**src/rtl/alu_op_scheduler_if.sv**
```systemverilog
// Handshake bundle between the op requester, the result consumer and the
// add/sub, multiply and divide engines that alu_op_scheduler sequences.
interface alu_op_scheduler_if;
  logic       op_req;
  logic [1:0] op;
  logic       op_ack;
  logic       add_sub;
  logic       alu_load;
  logic       mul_start;
  logic       div_start;
  logic       mul_done;
  logic       div_done;
  logic       res_load;
  logic       busy;
  logic       res_valid;
  logic       res_taken;
  logic       error;

  // Environment side: requester, consumer and engine DONE levels.
  modport master (
    output op_req, op, res_taken, mul_done, div_done,
    input  op_ack, add_sub, alu_load, mul_start, div_start, res_load,
           busy, res_valid, error
  );

  // Scheduler side.
  modport slave (
    input  op_req, op, res_taken, mul_done, div_done,
    output op_ack, add_sub, alu_load, mul_start, div_start, res_load,
           busy, res_valid, error
  );
endinterface

```
**src/rtl/alu_op_scheduler.sv**
```systemverilog
// Accepts one ALU op at a time and sequences the add/sub, multiply or divide engine.
// Optional macro CALC_TIMEOUT_EN: abort Start/Wait phases after TIMEOUT_CYCLES cycles.
module alu_op_scheduler #(
  parameter int unsigned TIMEOUT_CYCLES = 63
) (
  input logic               clk,
  input logic               rst_n,
  alu_op_scheduler_if.slave bus
);

  // state  | meaning
  // IDLE   | waiting for op_req; op_ack given here only
  // ALU    | one cycle, add/sub result loaded
  // MSTART | mul_start high until mul_done drops
  // MWAIT  | waiting for mul_done to rise
  // DSTART | div_start high until div_done drops
  // DWAIT  | waiting for div_done to rise
  // HOLD   | res_valid high until res_taken
  typedef enum logic [2:0] {
    S_IDLE,
    S_ALU,
    S_MSTART,
    S_MWAIT,
    S_DSTART,
    S_DWAIT,
    S_HOLD
  } state_t;

  state_t     state;
  logic [1:0] op_reg;
  logic       alu_load_q;
  logic       mul_start_q;
  logic       div_start_q;
  logic       busy_q;
  logic       res_valid_q;
  logic       eng_done;

  if (TIMEOUT_CYCLES < 1 || TIMEOUT_CYCLES > 256) begin : g_bad_timeout
    $error("alu_op_scheduler: TIMEOUT_CYCLES must be within 1..256");
  end

  assign eng_done = ((state == S_MWAIT) && bus.mul_done) ||
                    ((state == S_DWAIT) && bus.div_done);

  // Ack is gated by rst_n so a held op_req cannot show through during reset.
  assign bus.op_ack    = rst_n && (state == S_IDLE) && bus.op_req;
  assign bus.res_load  = eng_done;
  assign bus.add_sub   = (state == S_ALU) && !op_reg[1] && op_reg[0];
  assign bus.alu_load  = alu_load_q;
  assign bus.mul_start = mul_start_q;
  assign bus.div_start = div_start_q;
  assign bus.busy      = busy_q;
  assign bus.res_valid = res_valid_q;

`ifdef CALC_TIMEOUT_EN
  localparam logic [7:0] TMO_LAST = 8'(TIMEOUT_CYCLES - 1);

  logic [7:0] tmo_cnt;
  logic       error_q;
  logic       in_eng;

  assign in_eng    = state inside {S_MSTART, S_MWAIT, S_DSTART, S_DWAIT};
  assign bus.error = error_q;
`else
  assign bus.error = 1'b0;
`endif

  always_ff @(posedge clk or negedge rst_n) begin
    if (!rst_n) begin
      state       <= S_IDLE;
      op_reg      <= 2'b00;
      alu_load_q  <= 1'b0;
      mul_start_q <= 1'b0;
      div_start_q <= 1'b0;
      busy_q      <= 1'b0;
      res_valid_q <= 1'b0;
`ifdef CALC_TIMEOUT_EN
      tmo_cnt     <= '0;
      error_q     <= 1'b0;
`endif
    end else begin
      alu_load_q <= 1'b0;
      case (state)
        S_IDLE: begin
          if (bus.op_req) begin
            op_reg <= bus.op;
            busy_q <= 1'b1;
            if (!bus.op[1]) begin
              state      <= S_ALU;
              alu_load_q <= 1'b1;
            end else if (bus.op[0]) begin
              state       <= S_DSTART;
              div_start_q <= 1'b1;
            end else begin
              state       <= S_MSTART;
              mul_start_q <= 1'b1;
            end
          end
        end
        S_ALU: begin
          state       <= S_HOLD;
          res_valid_q <= 1'b1;
        end
        // Start is held until the engine has visibly left its DONE state.
        S_MSTART: begin
          if (!bus.mul_done) begin
            state       <= S_MWAIT;
            mul_start_q <= 1'b0;
          end
        end
        S_MWAIT: begin
          if (bus.mul_done) begin
            state       <= S_HOLD;
            res_valid_q <= 1'b1;
          end
        end
        S_DSTART: begin
          if (!bus.div_done) begin
            state       <= S_DWAIT;
            div_start_q <= 1'b0;
          end
        end
        S_DWAIT: begin
          if (bus.div_done) begin
            state       <= S_HOLD;
            res_valid_q <= 1'b1;
          end
        end
        S_HOLD: begin
          if (bus.res_taken) begin
            state       <= S_IDLE;
            res_valid_q <= 1'b0;
            busy_q      <= 1'b0;
          end
        end
        default: begin
          state       <= S_IDLE;
          busy_q      <= 1'b0;
          res_valid_q <= 1'b0;
          mul_start_q <= 1'b0;
          div_start_q <= 1'b0;
        end
      endcase
`ifdef CALC_TIMEOUT_EN
      // A real completion on the terminal cycle wins over the abort.
      if ((state == S_IDLE) && bus.op_req) begin
        tmo_cnt <= '0;
        error_q <= 1'b0;
      end else if (in_eng && !eng_done) begin
        if (tmo_cnt == TMO_LAST) begin
          state       <= S_HOLD;
          res_valid_q <= 1'b1;
          error_q     <= 1'b1;
          mul_start_q <= 1'b0;
          div_start_q <= 1'b0;
        end else begin
          tmo_cnt <= tmo_cnt + 8'd1;
        end
      end
`endif
    end
  end

endmodule

```
**src/flat_wrapper.sv**
```systemverilog
// flat-port wrapper written by rule: the top's interface ports become plain ports
module alu_op_scheduler_flat 
#(
  parameter int unsigned TIMEOUT_CYCLES = 63
)
  (clk, rst_n, bus_op_req, bus_op, bus_res_taken, bus_mul_done, bus_div_done, bus_op_ack, bus_add_sub, bus_alu_load, bus_mul_start, bus_div_start, bus_res_load, bus_busy, bus_res_valid, bus_error);
  alu_op_scheduler_if bus_i ();
  input logic clk;
  input logic rst_n;
  input wire logic [$bits(bus_i.op_req)-1:0] bus_op_req;
  input wire logic [$bits(bus_i.op)-1:0] bus_op;
  input wire logic [$bits(bus_i.res_taken)-1:0] bus_res_taken;
  input wire logic [$bits(bus_i.mul_done)-1:0] bus_mul_done;
  input wire logic [$bits(bus_i.div_done)-1:0] bus_div_done;
  output wire logic [$bits(bus_i.op_ack)-1:0] bus_op_ack;
  output wire logic [$bits(bus_i.add_sub)-1:0] bus_add_sub;
  output wire logic [$bits(bus_i.alu_load)-1:0] bus_alu_load;
  output wire logic [$bits(bus_i.mul_start)-1:0] bus_mul_start;
  output wire logic [$bits(bus_i.div_start)-1:0] bus_div_start;
  output wire logic [$bits(bus_i.res_load)-1:0] bus_res_load;
  output wire logic [$bits(bus_i.busy)-1:0] bus_busy;
  output wire logic [$bits(bus_i.res_valid)-1:0] bus_res_valid;
  output wire logic [$bits(bus_i.error)-1:0] bus_error;
  assign bus_i.op_req = bus_op_req;
  assign bus_i.op = bus_op;
  assign bus_i.res_taken = bus_res_taken;
  assign bus_i.mul_done = bus_mul_done;
  assign bus_i.div_done = bus_div_done;
  assign bus_op_ack = bus_i.op_ack;
  assign bus_add_sub = bus_i.add_sub;
  assign bus_alu_load = bus_i.alu_load;
  assign bus_mul_start = bus_i.mul_start;
  assign bus_div_start = bus_i.div_start;
  assign bus_res_load = bus_i.res_load;
  assign bus_busy = bus_i.busy;
  assign bus_res_valid = bus_i.res_valid;
  assign bus_error = bus_i.error;
  alu_op_scheduler #(.TIMEOUT_CYCLES(TIMEOUT_CYCLES)) u_core (.clk(clk), .rst_n(rst_n), .bus(bus_i));
endmodule
```
**config.mk**
```make
export PLATFORM = sky130hd
export DESIGN_NAME = alu_op_scheduler_flat
export DESIGN_NICKNAME = d
export VERILOG_FILES = /design/src/rtl/alu_op_scheduler_if.sv /design/src/rtl/alu_op_scheduler.sv /design/src/flat_wrapper.sv
export SDC_FILE = /design/constraint.sdc
export NUM_CORES = 1
export LEC_CHECK = 0
export BUFFER_PORTS_ARGS = -buffer_cell sky130_fd_sc_hd__buf_2
export CAP_MARGIN = 20
export CORE_AREA = 2 2 42 44
export DETAILED_ROUTE_END_ITERATION = 7
export DIE_AREA = 0 0 44 46
export PLACE_DENSITY = 0.62
export SLEW_MARGIN = 10
export SYNTH_ARGS = -nofsm -noshare
export SYNTH_HDL_FRONTEND = slang
export SYNTH_SLANG_ARGS = --single-unit
```
**constraint.sdc**
```tcl
create_clock -name clk -period 1.45 [get_ports clk]
set_input_delay 0.2175 -clock clk [delete_from_list [all_inputs] [get_ports clk]]
set_output_delay 0.2175 -clock clk [all_outputs]
set_load 0.01 [all_outputs]
```
==> results of run 1 <==
==> final timing paths <==
| check | start | to | slack (ns) | cells after the start |
|---|---|---|---|---|
| max in group asynchronous | rst_n | u_core.state[0] | 0.89 | 3 |
| hold reg to reg | u_core.op_reg[1] | u_core.op_reg[1] | 0.51 | 1 |
| setup / recovery | u_core.state[1] | bus_res_load | -0.02 | 4 |
| setup reg to reg | u_core.state[2] | u_core.state[2] | 0.08 | 5 |
| hold / removal | bus_op[1] | u_core.bus.alu_load | 0.15 | 2 |
| min in group asynchronous | rst_n | u_core.bus.div_start | 0.39 | 3 |
==> cell families (layout without fill, tap and decap cells) <==
group | after synthesis | after routing
simple gates | 22 | 22
compound gates | 17 | 17
flops | 10 | 10
buf+inv | 6 | 34
mux | 3 | 3
other cells | 1 | 1
==> metal layers <==
| metal | part of all wire, % | vias to the layer above |
|---|---|---|
| li1 | - | 260 |
| met1 | 38 | 263 |
| met2 | 54 | 28 |
| met3 | 6.5 | 2 |
| met4 | 1.1 | 0 |
| met5 | 0 | - |
==> layout make-up <==
| cell class | count | share of cell area [%] |
|---|---|---|
| timing repair buffer | 28 | 22.0 |
| clock buffer | 4 | 4.37 |
| inverter | 2 | 0.904 |
| tap | 17 | 2.56 |
| multi-input combinational | 43 | 39.6 |
| sequential | 10 | 30.6 |
==> worst max-delay path, stage by stage, from the launching register on <==
cell     delay, ns
dfrtp_2       0.50
buf_6         0.15
a22oi_2       0.14
nor2_1        0.06
buf_2         0.13
==> layout by cell type (no fill, tap or decap), types with 3 or more instances in the layout <==
cell,instances
a21oi_1,3
dfrtp_2,3
clkbuf_4,3
buf_2,15
dfrtp_1,7
o21ai_1,3
nand2_1,5
buf_4,10
nor2_1,5
nor2b_4,3
o21ai_2,3
==> report_power, final <==
group          internal, W  total (W)  switching (W)
logic             0.000492   0.000891       0.000399
registers         0.000400   0.000558       0.000158
clock network     0.000153   0.000264       0.000111
==> through the flow <==
stage	setup TNS, ns	std cells	utilization (%)
2_1_floorplan	0	59	-
3_3_place_gp	0	92	42.7
3_5_place_dp	0	92	42.7
4_1_cts	-0.0157	100	48.5
5_1_grt	-0.116	104	51.5
6_report	-0.0217	104	51.5
==> Yosys cell counts (2+ instances only) <==
master    count
o21ai_1       3
dfrtp_1      10
nor2_1        5
nand2b_1      2
a22oi_1       2
buf_4         3
and3b_1       2
o21ai_2       3
mux2_4        2
nor2b_1       2
nand2_1       5
a21oi_1       3
==> timing repair <==
item                                    4_1_cts  5_1_grt
resized for setup                             8        4
hold buffers                                  1        0
setup buffers                                 3        4
endpoints found under the setup margin        3        3
pin swaps                                     1        1
endpoints found under the hold margin        10        0
==> results.txt, run 1 <==
- The critical path is of the flip-flop to output port type.
- Cell type with the largest total area after synthesis: dfrtp_1
* Outcome: complete, but fails checks
* Final Skew: ~0.0068 ns
- Area of all placed cells without fillers: approximately 830 µm²
- VDD sags by at most roughly 0.64 mV.
* Shortest period the worst path allows: roughly 1.5 ns
- The floorplan step defined a core boundary enclosing approximately 1600 µm².
* IO Pins: 17
- The checks that failed: setup timing.
* Place WS: around 0.16 ns
- The worst setup path is launched from a flip-flop.
- Row Count: 15
* GR Util met2: around a quarter
- Number of synthesis warnings: 0
- The register with the most flip-flops in the layout has 3 of them.
- In this run the power density over the cells is 2060 nW/µm².
* Total placed instance area: roughly 700 µm²
* Final slew viol count: 0
* Mapped Cells: ~60
- Max_cap viols: 0
- Share of synthesized area occupied by flip-flops and latches: around 43%
* Die area: approximately 2000 µm²
- For this configuration, the core starts out at a cell density of ~36%.
- The worst setup path is captured at an output port.
- The path class of the tightest hold or removal check is primary input to flip-flop.
- The design draws roughly 0.0017 W.
- Weighted congestion reported at the end of routability-driven placement: 0.744
- Number of search-and-repair iterations in the first detailed-routing pass: 6
* Data required, critical path: 1.23 ns
- Final hold analysis gives a worst-case slack of ~0.15 ns.
- Count of buffers inserted at the top-level ports: 15
- In this run the worst path has a maximum fanout of 7.
* Area Overhead vs Synth: 41.9%
- The die is 44 µm wide.
- Fill cells in the final layout number 149.
- Post-synthesis net count: 67
* Leakage power: ~0.42 nW
* Iter 0 DRT Violations: 7
- Total grt overflow: 0
- Clock tree from TritonCTS: yes
- Clock transition at path regs: around 0.08 ns
- Top-area cell type share of the netlist area: ~43%
* Via total after detailed routing: roughly 550
- In the final design database the tool counted 96 nets.
- For this run, design rule violations remaining after detail routing come to 0.
- CTS placed an instance of clkbuf_4 at the clock tree root.
- Total detailed-routing wirelength: 1500 µm
- EDFF count, synth: 0
* Number of global-route vias before repair: 477
* Number of distinct standard cells referenced by the synthesized netlist: 29
- The most used flip-flop cell after synthesis is dfrtp_1.
- The synthesized netlist devotes a little over a fifth of its cell area to compound gates.
* Combinational family with the most area after synthesis: simple AND/OR/NAND/NOR gates
* Global Route Usage Sum: between 15 and 20%
- Endpoints failing setup: 1
* Detail-routed via count per cell: 5.32
* Maximum frequency from static timing analysis: around 0.68 GHz
- Busiest metal layer after global routing: met2
- Die H: 46 µm
- The number of endpoints with negative hold slack in the final report came to 0.
- After synthesis, the share of cell area in mux cells is between 6 and 7%.
* XOR/XNOR Fraction of Synth Area: 0%
- After layout, the worst setup slack is -0.0217 ns.
* Antenna violations before repair: 0
- Routed length per instance: 14.4 µm
* Average instance area after synthesis: 9.92 µm²
- Global routing consumed, on the met1 layer, 19.0% of the routing resources.
* Adder-cell area share of the yosys netlist: 0%
- Counting flops and latches in the post-synthesis netlist gives 10.
- Setup repair after global routing could not meet its margin everywhere.
* Share of flip-flops with an asynchronous set or reset: between 90% and 100%
- Dominant cells by area after synthesis: dfrtp_1 43%, mux2_4 5.1%, o21ai_2 4.5%
- The count of nets left with antenna violations once routing finished came out at 0.
* Post-Syn Area: 586 µm²
- The clock passes through at most 2 buffers.
- Area occupied by multi-input gates: about 330 µm²
- Clock buffers created by TritonCTS: 3
- Crit path DAT: between 1 and 1.5 ns
- Clock H-tree levels: 1
- Wire length of the first global-routing pass: approximately 2200 µm
* Final critical-path share of the clock period: 101%
- Pin count of the biggest net entering global routing: 11
- In the final layout, flip-flops and latches occupy around 250 µm².
* Met3 global-route usage: under 10%
- After Yosys synthesis, and, or, nand and nor cells account for 21.8% of the synthesized area.
- The later pin in the worst-skew pair is clocked with a latency of between 0.2 and 0.3 ns.
* Share of layout cells above drive strength 1: between 50% and 60%
- 0 antenna diodes ended up in the layout.
- The clock net in this run drives a total of 10 sinks.
(Power assumes the default switching activity.)
==> run 2: changes to the inputs <==
- PLACE_DENSITY: 0.62 -> 0.67
- SKIP_LAST_GASP: not set -> 1
==> results.txt, run 2 (synthesis results as in run 1) <==
* Global Route Usage Sum: 15.7%
- Max_cap viols: 0
- 17 I/O pins were placed.
- Setup repair after global routing could not meet its margin everywhere.
- Entering global routing, the biggest net connects 11 pins.
- Largest register FFs: 3
* Cell internal power dissipation: 0.00104 W
- Timing would allow up to ~0.7 GHz.
- Crit Path Max Fanout: 7
- The final count of pins violating max slew was 0.
- The clock network burns roughly 15% of the power.
* Largest buffer count on any clock path: 2
- At the worst endpoint, the arrival time is about 1.2 ns.
- Sequential cells account for 32.0% of the total power.
- Summing over every cut layer, the via total after detailed routing is around 550.
* Die width: between 40 and 50 µm
- Starting density of the core: between 30% and 40%
- Once routing completed, OpenROAD measured the worst setup slack at -0.0102 ns.
* Wire length of the first global-routing pass: 2210 µm
- Element type at the critical path end: output port
- Weighted congestion reported at the end of routability-driven placement: ~0.72
* Clock tree from TritonCTS: yes
- CTS built an H-tree with a depth of 1.
* Number of global-route vias before repair: ~470
- The region available for standard cell placement spans 1610 µm².
- Area Overhead vs Synth: 40.8%
* Met3 global-route usage: 5.16%
- Most used cells in the layout excluding fill and tap cells: 15 x buf_2, 12 x buf_4, 8 x dfrtp_1
* Busiest metal layer after global routing: met2
- Total detailed-routing wirelength: around 1400 µm
- Cells fill 51.1% of the core in the end.
* Count of buffers inserted at the top-level ports: 15
- The worst-case IR drop observed on VDD is between 0.8 and 0.9 mV.
- Die area: roughly 2000 µm²
* GR Util met2: 24.1%
- After detailed routing, the number of vias per cell comes to between 5 and 6.
- Antenna violations before repair: 0
- N_diodes: 0
- After clock tree synthesis, the clock-pin slew on the worst setup and hold paths is 0.07 ns.
* Endpoints failing setup: 2
- Net switching is between 30% and 40% of the power.
* Clock latency of the later-clocked register in the worst-skew pair: roughly 0.27 ns
- In this run, the combinational gates consume 52.8% of the power.
* Row Count: 15
- Number of search-and-repair iterations in the first detailed-routing pass: 4
- Of the cells placed in the final design, the portion with a size suffix greater than 1 is between 50% and 60%.
- The final reports fail on setup timing.
- The clock arrives with ~0.0065 ns of skew.
- The tightest min-delay check is of the primary input to flip-flop type.
- CTS placed an instance of clkbuf_4 at the clock tree root.
- The critical path is of the flip-flop to output port type.
- The clock drives 10 sinks.
- The smallest clock period supported by the final layout is computed as between 1 and 1.5 ns.
* Clock buffers created by TritonCTS: 3
- Final hold violations: 0
- Power spread over the standard cell area amounts to between 2000 and 2500 nW/µm².
- Global routing consumed, on the met1 layer, about a fifth of the routing resources.
* Die H: roughly 46 µm
- Across all hold checks on the routed design, the worst slack comes to between 0.15 and 0.2 ns.
* Iter 0 DRT Violations: 13
* Final HPWL from detailed placement: approximately 930 µm
* Final critical-path share of the clock period: 101%
- DRC: 0
- Routed length per instance: 13.0 µm
- Leakage power: around 0.43 nW
- The count of nets left with antenna violations once routing finished came out at 0.
* Outcome: complete, but fails checks
* Total grt overflow: 0
- OpenSTA, run right after detailed placement, puts the worst setup slack at approximately 0.14 ns.
* Most common cell after layout, fill and taps aside: buf_2
- Data required, critical path: 1.23 ns
- Net total in the final layout: just under 100
* Worst Setup Start Kind: flip-flop
- Summed over all nets, the switching power comes to about 0.00063 W.
* Fillcell total: about 150
run 2: repair_timing:
action	CTS	global route
setup buffers	5	3
endpoints found under the setup margin	3	4
resized for setup	7	2
pin swaps	0	1
hold buffers	1	0
endpoints found under the hold margin	10	0
run 2: stage by stage:
step	TNS [ns]	area (µm²)	std cells	total power, W
global route	-0.159	825	105	0.00180
detailed placement	0	689	92	0.00120
CTS	-0.0236	795	102	0.00161
global placement	0	689	92	0.00119
floorplan	0	586	59	0.00100
finish	-0.0138	825	105	0.00168
run 2: layer usage:
| layer | routed length, µm | vias up | share of wire [%] |
|---|---|---|---|
| met5 | 0 | - | 0 |
| met2 | 665 | 17 | 49 |
| met4 | 18 | 0 | 1.3 |
| li1 | - | 269 | - |
| met1 | 601 | 257 | 44 |
| met3 | 84 | 2 | 6.1 |
run 2: path summary, 6_finish.rpt:
path,from,endpoint,slack (ns),depth (start not counted)
setup / recovery,u_core.state[2],bus_res_load,-0.01,4
hold / removal,bus_op[1],u_core.bus.alu_load,0.17,2
setup reg to reg,u_core.state[2],u_core.state[2],0.05,5
hold reg to reg,u_core.op_reg[1],u_core.op_reg[1],0.50,1
max in group asynchronous,rst_n,u_core.state[1],0.89,3
min in group asynchronous,rst_n,u_core.bus.div_start,0.40,3
run 2: critical path, cell delays in order (launching register included):
cell and delay [ns]:
dfrtp_2 0.49, nor2b_4 0.16, a22oi_1 0.14, nor2_1 0.06, buf_2 0.13
run 2: area by class of cell:
class,count,area (µm²),share of cell area (%)
multi-input cells,43,320,38.8
flip-flops and latches,10,253,30.7
repair buffers,29,186,22.6
clock buffers,4,36.3,4.40
well taps,17,21.3,2.58
inverters,2,7.51,0.910
run 2: power groups by stage:
stage                     Sequential, W  Clock, W  Combinational (W)
after global routing           0.000553  0.000279           0.000964
after detailed placement       0.000522         0           0.000673
after CTS                      0.000524  0.000264           0.000827
after global placement         0.000524         0           0.000663
after floorplan                0.000477         0           0.000526
final                          0.000536  0.000255           0.000886
==> run 3: changes to the inputs <==
- CORE_AREA: 2 2 42 44 -> 2 2 40 46
- DIE_AREA: 0 0 44 46 -> 0 0 42 48
==> results.txt, run 3 (synthesis results as in run 1) <==
- The pre-antenna-repair detailed-routing pass consisted of 4 iterations.
- TritonCTS built the clock tree.
- For the worst-skew pair, the clock arrives at the later sink with an insertion delay of 0.26 ns.
* Clock transition at path regs: around 0.07 ns
- Largest buffer count on any clock path: 2
- Combinational logic is responsible for between 50 and 60% of the overall power.
* Most used cells in the layout excluding fill and tap cells: 15 x buf_2, 10 x buf_4, 7 x dfrtp_1
- In the final timing run, aggregate negative setup slack is 0 ns.
- Leakage power: a little over 0.4 nW
- Endpoints failing setup: 0
- Master cell of the clock root buffer: clkbuf_4
- Total grt overflow: 0
- Of all nets on the critical path, the largest fanout is 7.
- Data required, critical path: ~1.2 ns
- The area growth from synthesis to layout is 40.0%.
* Global Route Usage Sum: between 15 and 20%
- CTS built an H-tree with a depth of 1.
* Start point of the critical path: u_core.state[2]
- Total detailed-routing wirelength: between 1000 and 1500 µm
- Die area: 2020 µm²
- The number of endpoints with negative hold slack in the final report came to 0.
* Antenna violations before repair: 0
- Element type at the critical path end: output port
* Post-Route Utilization: a little over half
- Die H: ~48 µm
* Row Count: 15
- Once placement completed, the tool counted placed cells totaling 91.
* Most common cell after layout, fill and taps aside: buf_2
- The worst hold path begins at bus_op[1].
- Routed length per instance: 13.7 µm
- STA classifies the critical path startpoint as a flip-flop.
- The via count of the first global-routing pass was between 400 and 500.
- Pwr/cell area: just over 2000 nW/µm²
- Summed over all nets, the half-perimeter wirelength after detailed placement is around 970 µm.
- The count of nets left with antenna violations once routing finished came out at 0.
- Final Skew: ~0.0015 ns
- Total placed instance area: between 600 and 700 µm²
- R2R Path Start: u_core.state[2]
* Pin count of the biggest net entering global routing: 11
- For this block, the via count after detailed routing is roughly 500.
* Area of all placed cells without fillers: slightly above 800 µm²
- Die width: 42 µm
* N_diodes: 0
- Maximum frequency from static timing analysis: around 0.69 GHz
* Share of layout cells above drive strength 1: around 55%
* Final slew viol count: 0
* Cell internal power dissipation: 0.00102 W
- The routed design could run at a clock period as short as around 1.4 ns.
- The layout has 143 filler cells.
- After detailed routing, the number of remaining DRC violations is 0.
* Starting density of the core: approximately two fifths
- The run finished with clean final reports.
- The region available for standard cell placement spans around 1500 µm².
* Detail-routed via count per cell: roughly 5
- Of the total power, the clock network draws about 15%.
* Clock tree sinks: 10
* Sw Ratio: between 30% and 40%
- The first global-routing pass estimated 2270 µm of wire.
- The worst setup path is of the flip-flop to output port kind.
- Relative contribution of sequential cells to total power: about a third
* Final critical-path share of the clock period: around 100%
- Weighted congestion reported at the end of routability-driven placement: 0.817
- Pin placement for this block handled 17 I/O pins.
- Filler-free cell count of the finished design: roughly 100
- Iter 0 DRT Violations: 10
- For this run, the post-layout net count is 94.
- Max VDD drop: around 0.88 mV
- Largest register FFs: 3
- Hold Crit Class: primary input to flip-flop
- Count of buffers inserted at the top-level ports: 15
- Setup repair after global routing could not meet its margin everywhere.
- STA puts the critical path data arrival time at 1.23 ns.
- Net switching power: ~0.00064 W
- Across the run, the number of max-cap violations was 0.
* Clock buffers created by TritonCTS: 3
[run 3: worst paths after layout]
check | cells past startpoint | slack [ns] | end
min in group asynchronous | 3 | 0.41 | u_core.state[0]
min | 2 | 0.18 | u_core.bus.alu_load
max reg2reg | 5 | 0.11 | u_core.state[2]
min reg2reg | 1 | 0.52 | u_core.op_reg[1]
max in group asynchronous | 3 | 0.89 | u_core.state[1]
max | 4 | 0.003 | bus_res_load
[run 3: power groups by stage]
stage / logic, W / registers (W) / clock network, W
6_report: 0.000848 / 0.000570 / 0.000245
5_1_grt: 0.000934 / 0.000593 / 0.000271
4_1_cts: 0.000741 / 0.000537 / 0.000254
3_5_place_dp: 0.000628 / 0.000546 / 0
3_3_place_gp: 0.000624 / 0.000543 / 0
2_1_floorplan: 0.000526 / 0.000477 / 0
[run 3: layer usage]
| layer | GRT usage, % | up-vias | part of all wire (%) |
|---|---|---|---|
| met3 | 1.89 | 2 | 4.8 |
| met1 | 20.6 | 229 | 45 |
| li1 | - | 256 | - |
| met5 | 0 | - | 0 |
| met4 | 9.68 | 0 | 0.72 |
| met2 | 23.4 | 14 | 50 |
[run 3: cell type report]
cell class | instances | area, µm² | share of cell area (%)
Sequential cell | 10 | 254 | 31.0
Inverter | 2 | 7.51 | 0.916
Timing Repair Buffer | 26 | 160 | 19.5
Multi-Input combinational cell | 43 | 340 | 41.5
Clock buffer | 4 | 36.3 | 4.43
Tap cell | 17 | 21.3 | 2.60
[run 3: worst max-delay path, stage by stage (launching register included)]
cell and delay (ns):
dfrtp_2 0.48, nor2b_4 0.19, a22oi_1 0.07, nor2_1 0.10, buf_2 0.13
[run 3: repair_timing]
item | in CTS | in global routing
resized for setup | 6 | 5
hold buffers | 1 | 0
setup buffers | 4 | 2
endpoints found under the setup margin | 3 | 3
hold endpoints to repair | 10 | 0
pin swaps | 0 | 1
[run 3: stage by stage]
step	hold WS, ns	total power [W]	setup slack [ns]
after global routing	0.176	0.00180	-0.0626
after detailed placement	0.158	0.00117	0.117
after global placement	0.157	0.00117	0.138
final	0.178	0.00166	0.00283
after floorplan	-0.0781	0.00100	0.222
after CTS	0.173	0.00153	0.00420
